==> config.mk <==
export PLATFORM = sky130hd
export DESIGN_NAME = half_adder_core
export DESIGN_NICKNAME = d
export VERILOG_FILES = /design/src/rtl/half_adder_core.sv
export SDC_FILE = /design/constraint.sdc
export NUM_CORES = 1
export LEC_CHECK = 0
export ABC_AREA = 1
export CAP_MARGIN = 20
export CORE_MARGIN = 10
export CORE_UTILIZATION = 40
export DETAILED_ROUTE_END_ITERATION = 12
export PLACE_DENSITY = 0.7
export SETUP_SLACK_MARGIN = 0.5
export SKIP_LAST_GASP = 1
export SLEW_MARGIN = 20
export SYNTH_ARGS = -nofsm -noshare
export SYNTH_HDL_FRONTEND = slang
export SYNTH_SLANG_ARGS = --single-unit
==> constraint.sdc <==
create_clock -name clk -period 1.65 [get_ports clk]
set_input_delay 0.33 -clock clk [delete_from_list [all_inputs] [get_ports clk]]
set_output_delay 0.33 -clock clk [all_outputs]
set_load 0.03 [all_outputs]
==> src/rtl/half_adder_core.sv <==
// Bit-wise half adder: combinational sum/carry, a one-cycle registered copy
// with a valid strobe, and a saturating count of accepted pairs that carried.
module half_adder_core #(
  parameter int WIDTH = 1,
  parameter int CNT_W = 8
) (
  input  logic             clk,
  input  logic             rst_n,
  input  logic             in_valid,
  input  logic [WIDTH-1:0] a,
  input  logic [WIDTH-1:0] b,
  output logic [WIDTH-1:0] sum,
  output logic [WIDTH-1:0] carry,
  output logic [WIDTH-1:0] sum_q,
  output logic [WIDTH-1:0] carry_q,
  output logic             out_valid,
  output logic [CNT_W-1:0] carry_cnt
);

  function automatic logic [CNT_W-1:0] sat_inc(input logic [CNT_W-1:0] cnt);
    return (&cnt) ? cnt : cnt + CNT_W'(1);
  endfunction

  logic [WIDTH-1:0] w_sum_p0;
  logic [WIDTH-1:0] w_carry_p0;
  logic             w_any_carry_p0;

  logic [WIDTH-1:0] r_sum_p1;
  logic [WIDTH-1:0] r_carry_p1;
  logic             r_vld_p1;
  logic [CNT_W-1:0] r_cnt_p1;

  // Stage p0: combinational half adders, independent per bit
  assign w_sum_p0       = a ^ b;
  assign w_carry_p0     = a & b;
  assign w_any_carry_p0 = |w_carry_p0;

  assign sum   = w_sum_p0;
  assign carry = w_carry_p0;

  // Stage p1: captured pair, valid pulse and carry-event counter
  always_ff @(posedge clk or negedge rst_n) begin
    if (!rst_n) begin
      r_sum_p1   <= '0;
      r_carry_p1 <= '0;
      r_vld_p1   <= 1'b0;
      r_cnt_p1   <= '0;
    end else begin
      r_vld_p1 <= in_valid;
      if (in_valid) begin
        r_sum_p1   <= w_sum_p0;
        r_carry_p1 <= w_carry_p0;
        if (w_any_carry_p0) begin
          r_cnt_p1 <= sat_inc(r_cnt_p1);
        end
      end
    end
  end

  assign sum_q     = r_sum_p1;
  assign carry_q   = r_carry_p1;
  assign out_valid = r_vld_p1;
  assign carry_cnt = r_cnt_p1;

endmodule

### Yosys cells after proc, flatten, opt, wreduce, memory -nomap -nowiden

Index checks and enable logic that the tools add are counted.

| operators by class | value |
|---|---|
| add/subtract/negate cells | 1 |
| reduce and logical (&&, ||, !) cells | 2 |
| bitwise operators | 3 |

Operators with widths:

| cell | count |
|---|---|
| $add 8x1->8 const B | 1 |
| $reduce_and 8->1 | 1 |
| $reduce_and 3->1 | 1 |
| $and 1x1->1 | 1 |
| $not 1->1 | 1 |
| $xor 1x1->1 | 1 |

| storage, ports and cells | value |
|---|---|
| bits in registers | 11 |
| logic and storage cells | 10 |
| output and inout bits | 13 |

### Depth between registers and ports, before layout

| logic depth | value |
|---|---|
| depth after elaboration | 3 |
| mapped depth | 8 |
| gate-level depth less buffers | 8 |

### Worst setup path after synthesis

No wires, ideal clock.

| timing | value |
|---|---|
| path kind | register -> register |
| start point | register r_cnt_p1[1], in the netlist carry_cnt[1] |
| end point | register r_cnt_p1[4], in the netlist carry_cnt[4] |
| required time | 1.533 ns |
| setup time | 0.117 ns |
| clock period less this slack | 1.427 ns |
| cell stages (with the launch flop) | 9 |
| slack | 0.223 ns |
| arrival time | 1.310 ns |
| path buffers | 0 |
| path through | dfrtp_1 > ha_1 > nand2_2 > nor2_4 > nand2_4 > nand2_8 > inv_4 > nand2_1 > nand2_1 |

| on the way | value |
|---|---|
| word-level cells in the longest chain between the ends | 3 |
| elaborated cells on any way between the ends | 4 |
| classes of those cells | add/sub (1); bitwise (1); reduce/logical (2) |

RTL lines:

| what | RTL line | text |
|---|---|---|
| start: declaration | 31 | `logic [CNT_W-1:0] r_cnt_p1;` |
| start signal: assignment | 54 | `r_cnt_p1 <= sat_inc(r_cnt_p1);` |
| branches (longest 3 deep; another with $add 8x1->8) | n/a |  |

Several ways; the timed one is not identified.
A chain may end at the register's enable or synchronous reset.

### Worst setup path in the final report

| timing | value |
|---|---|
| start point | register r_cnt_p1[4], in the netlist carry_cnt[4] |
| end point | output port carry_cnt[4] |

RTL lines:

| what | RTL line | text |
|---|---|---|
| end: declaration | 17 | `output logic [CNT_W-1:0] carry_cnt` |

No word-level cell between the ends.

==> results.py <==
metrics = {
    "critical_path": {
        "path_depth": 1,
        "path_buf_inv": 1,
        "end_kind": "output pin",
        "critical_path_peak_fanout": 5,
        "cpMaxStageDelayCell": "dfrtp_2",
        "rr_worst_depth": 8,
        "required_ns": 1.32,
        "arrival_ns": 0.89,
        "timing_worst_setup_path_type": "reg2out",
        "startpoint_type": "flip-flop",
        "critPathMaxStageDelay_ns": 0.44,
        "crit_chain": "buf_4",
        "cp_top_family": "flip-flops",
    },
    "drt": {
        "detail_route.iter0.violations": 7,
        "route.detailed.drc": 0,
        "wire_per_inst_microns": 13.7,
        "wirelength_microns": 1670,
        "antenna_left": 0,
        "viasPerCell": 4.84,
        "drt-pass1-iter-count": 4,
        "vias": 590,
    },
    "timing": {
        "fin_ws_ns": 0.427,
        "slew_headroom_pct": 66.5,
        "skew_ns": 0.0119,
        "report.final.slew_viol_count": 0,
        "hold_viol_final": 0,
        "timing.final.crit_share_pct": 74.1,
        "worst-slew-pin-transition_ns": 0.501,
        "tns_ns": 0,
        "fmax_mhz": 818,
        "period_minus_slack_ns": 1.22,
        "setup_viol": 0,
        "rsz0062_at_grt": "yes",
    },
    "global_route": {
        "grt_max_degree": 12,
        "grt-ovfl-total": 0,
        "grt_pass1_vias": 593,
        "grt_pass1_wl_microns": 2700,
        "antenna_found_initial": 0,
        "grt_use_total_pct": 10.1,
    },
    "finish": {
        "drive_gt1_share_pct": 49.5,
        "layout_common_cells": "26 x nand2_1, 14 x buf_4, 13 x buf_6",
        "register_area_sq_um": 280,
        "fillCellCount": 98,
        "antenna_cells": 0,
        "fin_util_pct": 73.9,
        "multi_input_area_sq_um": 358,
        "nNetsFinal": 115,
        "syn2layout_area_growth_pct": 66.4,
        "layout_commonest_cell": "nand2_1",
    },
    "logic_synthesis": {
        "syn_avg_cell_area_sq_um": 8.21,
        "yosysSeqAreaShare_pct": 45.9,
        "synth_seq_cells": 11,
        "yosys-top-cells-area": "dfrtp_1 46%, nand2_1 20%, inv_1 4.4%",
        "netlist.top_cell.by_area": "dfrtp_1",
        "yosys_warnings": 0,
        "yosys.area.top_type_share_pct": 45.9,
        "synthCells": 73,
        "synth_cell_types": 18,
        "postSynthNetCount": 80,
        "synth_area_sq_um": 599,
    },
    "clocking": {
        "clkSinkCount": 11,
        "clkLatencyLatePin_ns": 0.27,
        "clk_path_buf_depth": 2,
        "cts_tree": "done",
        "htree_levels": 1,
        "cts-root-buf": "clkbuf_4",
        "cts_made_buffers": 3,
        "ctsHoldBuffers": 0,
        "clkTransAtPathRegs_ns": 0.07,
    },
    "power_and_ir_drop": {
        "leakagePower_nw": 0.515,
        "ir_drop_v": 0.000896,
        "power_density_mw_per_mm2": 1070,
    },
    "floorplanning": {
        "core_area_sq_mm": 0.00135,
        "die_w_microns": 58.7,
        "initial_core_util_pct": 44.4,
        "die_h_microns": 58.7,
        "die_area_sq_mm": 0.00345,
        "num_rows": 13,
        "ios": 18,
    },
    "outcome": {
        "status": "completed",
    },
    "placement": {
        "dp_slack_ns": 0.0858,
        "gp_congestion": 0.721,
        "dp_hpwl_microns": 1060,
        "io_buffers": 17,
    },
    "min_path": {
        "hp-class": "in2reg",
        "hold_path_depth": 1,
    },
    "run": {
        "drv_cap": 0,
    },
}
## final timing paths
path	slack (ns)	endpoint	from
max reg2reg	0.45	carry_cnt[0]	carry_cnt[1]
max	0.43	carry_cnt[4]	carry_cnt[4]
max in group asynchronous	0.88	carry_cnt[0]	rst_n
min	0.26	out_valid	in_valid
min in group asynchronous	0.39	out_valid	rst_n
min reg2reg	0.53	sum_q	sum_q
## per-layer routing
layer / vias to the layer above / global-route usage [%] / share of wire, %
met3: 2 / 6.22 / 6.9
li1: 291 / - / -
met2: 12 / 17.0 / 54
met4: 0 / 3.28 / 0.48
met5: - / 0 / 0
met1: 285 / 10.1 / 39
## metrics by stage
| stage | area (sq um) | std cells | hold WS [ns] | power, mW |
|---|---|---|---|---|
| 5_1_grt | 997 | 122 | 0.267 | 1.13 |
| 2_1_floorplan | 623 | 73 | 0.0344 | 0.610 |
| 3_3_place_gp | 807 | 105 | 0.490 | 0.757 |
| 3_5_place_dp | 807 | 105 | 0.501 | 0.758 |
| 4_1_cts | 960 | 121 | 0.406 | 1.05 |
| 6_report | 997 | 122 | 0.264 | 1.06 |
## registers in the layout (all words and copies together) (netlist names)
name and count:
carry_q 1, out_valid 1, sum_q 1, carry_cnt 8
## synth_stat cells, drive strengths merged
master	instances
ha	2
o21ai	2
nor2	6
mux2	1
xnor2	1
inv	8
xor2	2
nand3b	1
nand3	3
nand2	35
nand4	1
dfrtp	11
## cells by family after synthesis
kind of cell / synth area share, %
buffers and inverters: 5.43
adders and majority gates: 4.17
and+or+nand+nor: 36.5
muxes: 1.88
AOI/OAI and AO/OA: 1.67
xor gates and xnor gates: 4.38
DFF: 45.9
## power breakdown
part | switching, mW | internal (mW)
Sequential | 0.0589 | 0.321
Clock | 0.0884 | 0.0935
Combinational | 0.259 | 0.244
## cell type report
| type | count | share of cell area [%] |
|---|---|---|
| clock buffers | 4 | 2.63 |
| inverters | 8 | 4.02 |
| multi-input cells | 55 | 35.9 |
| flip-flops and latches | 11 | 28.1 |
| well taps | 15 | 1.88 |
| repair buffers | 29 | 27.5 |
## timing repair
item | 4_1_cts | 5_1_grt
setup endpoints to repair | 22 | 19
gates cloned | 1 | 0
pin swaps | 5 | 0
resized for setup | 94 | 11
buffers inserted | 11 | 1
No activity file was read; power rests on OpenSTA's default activity.
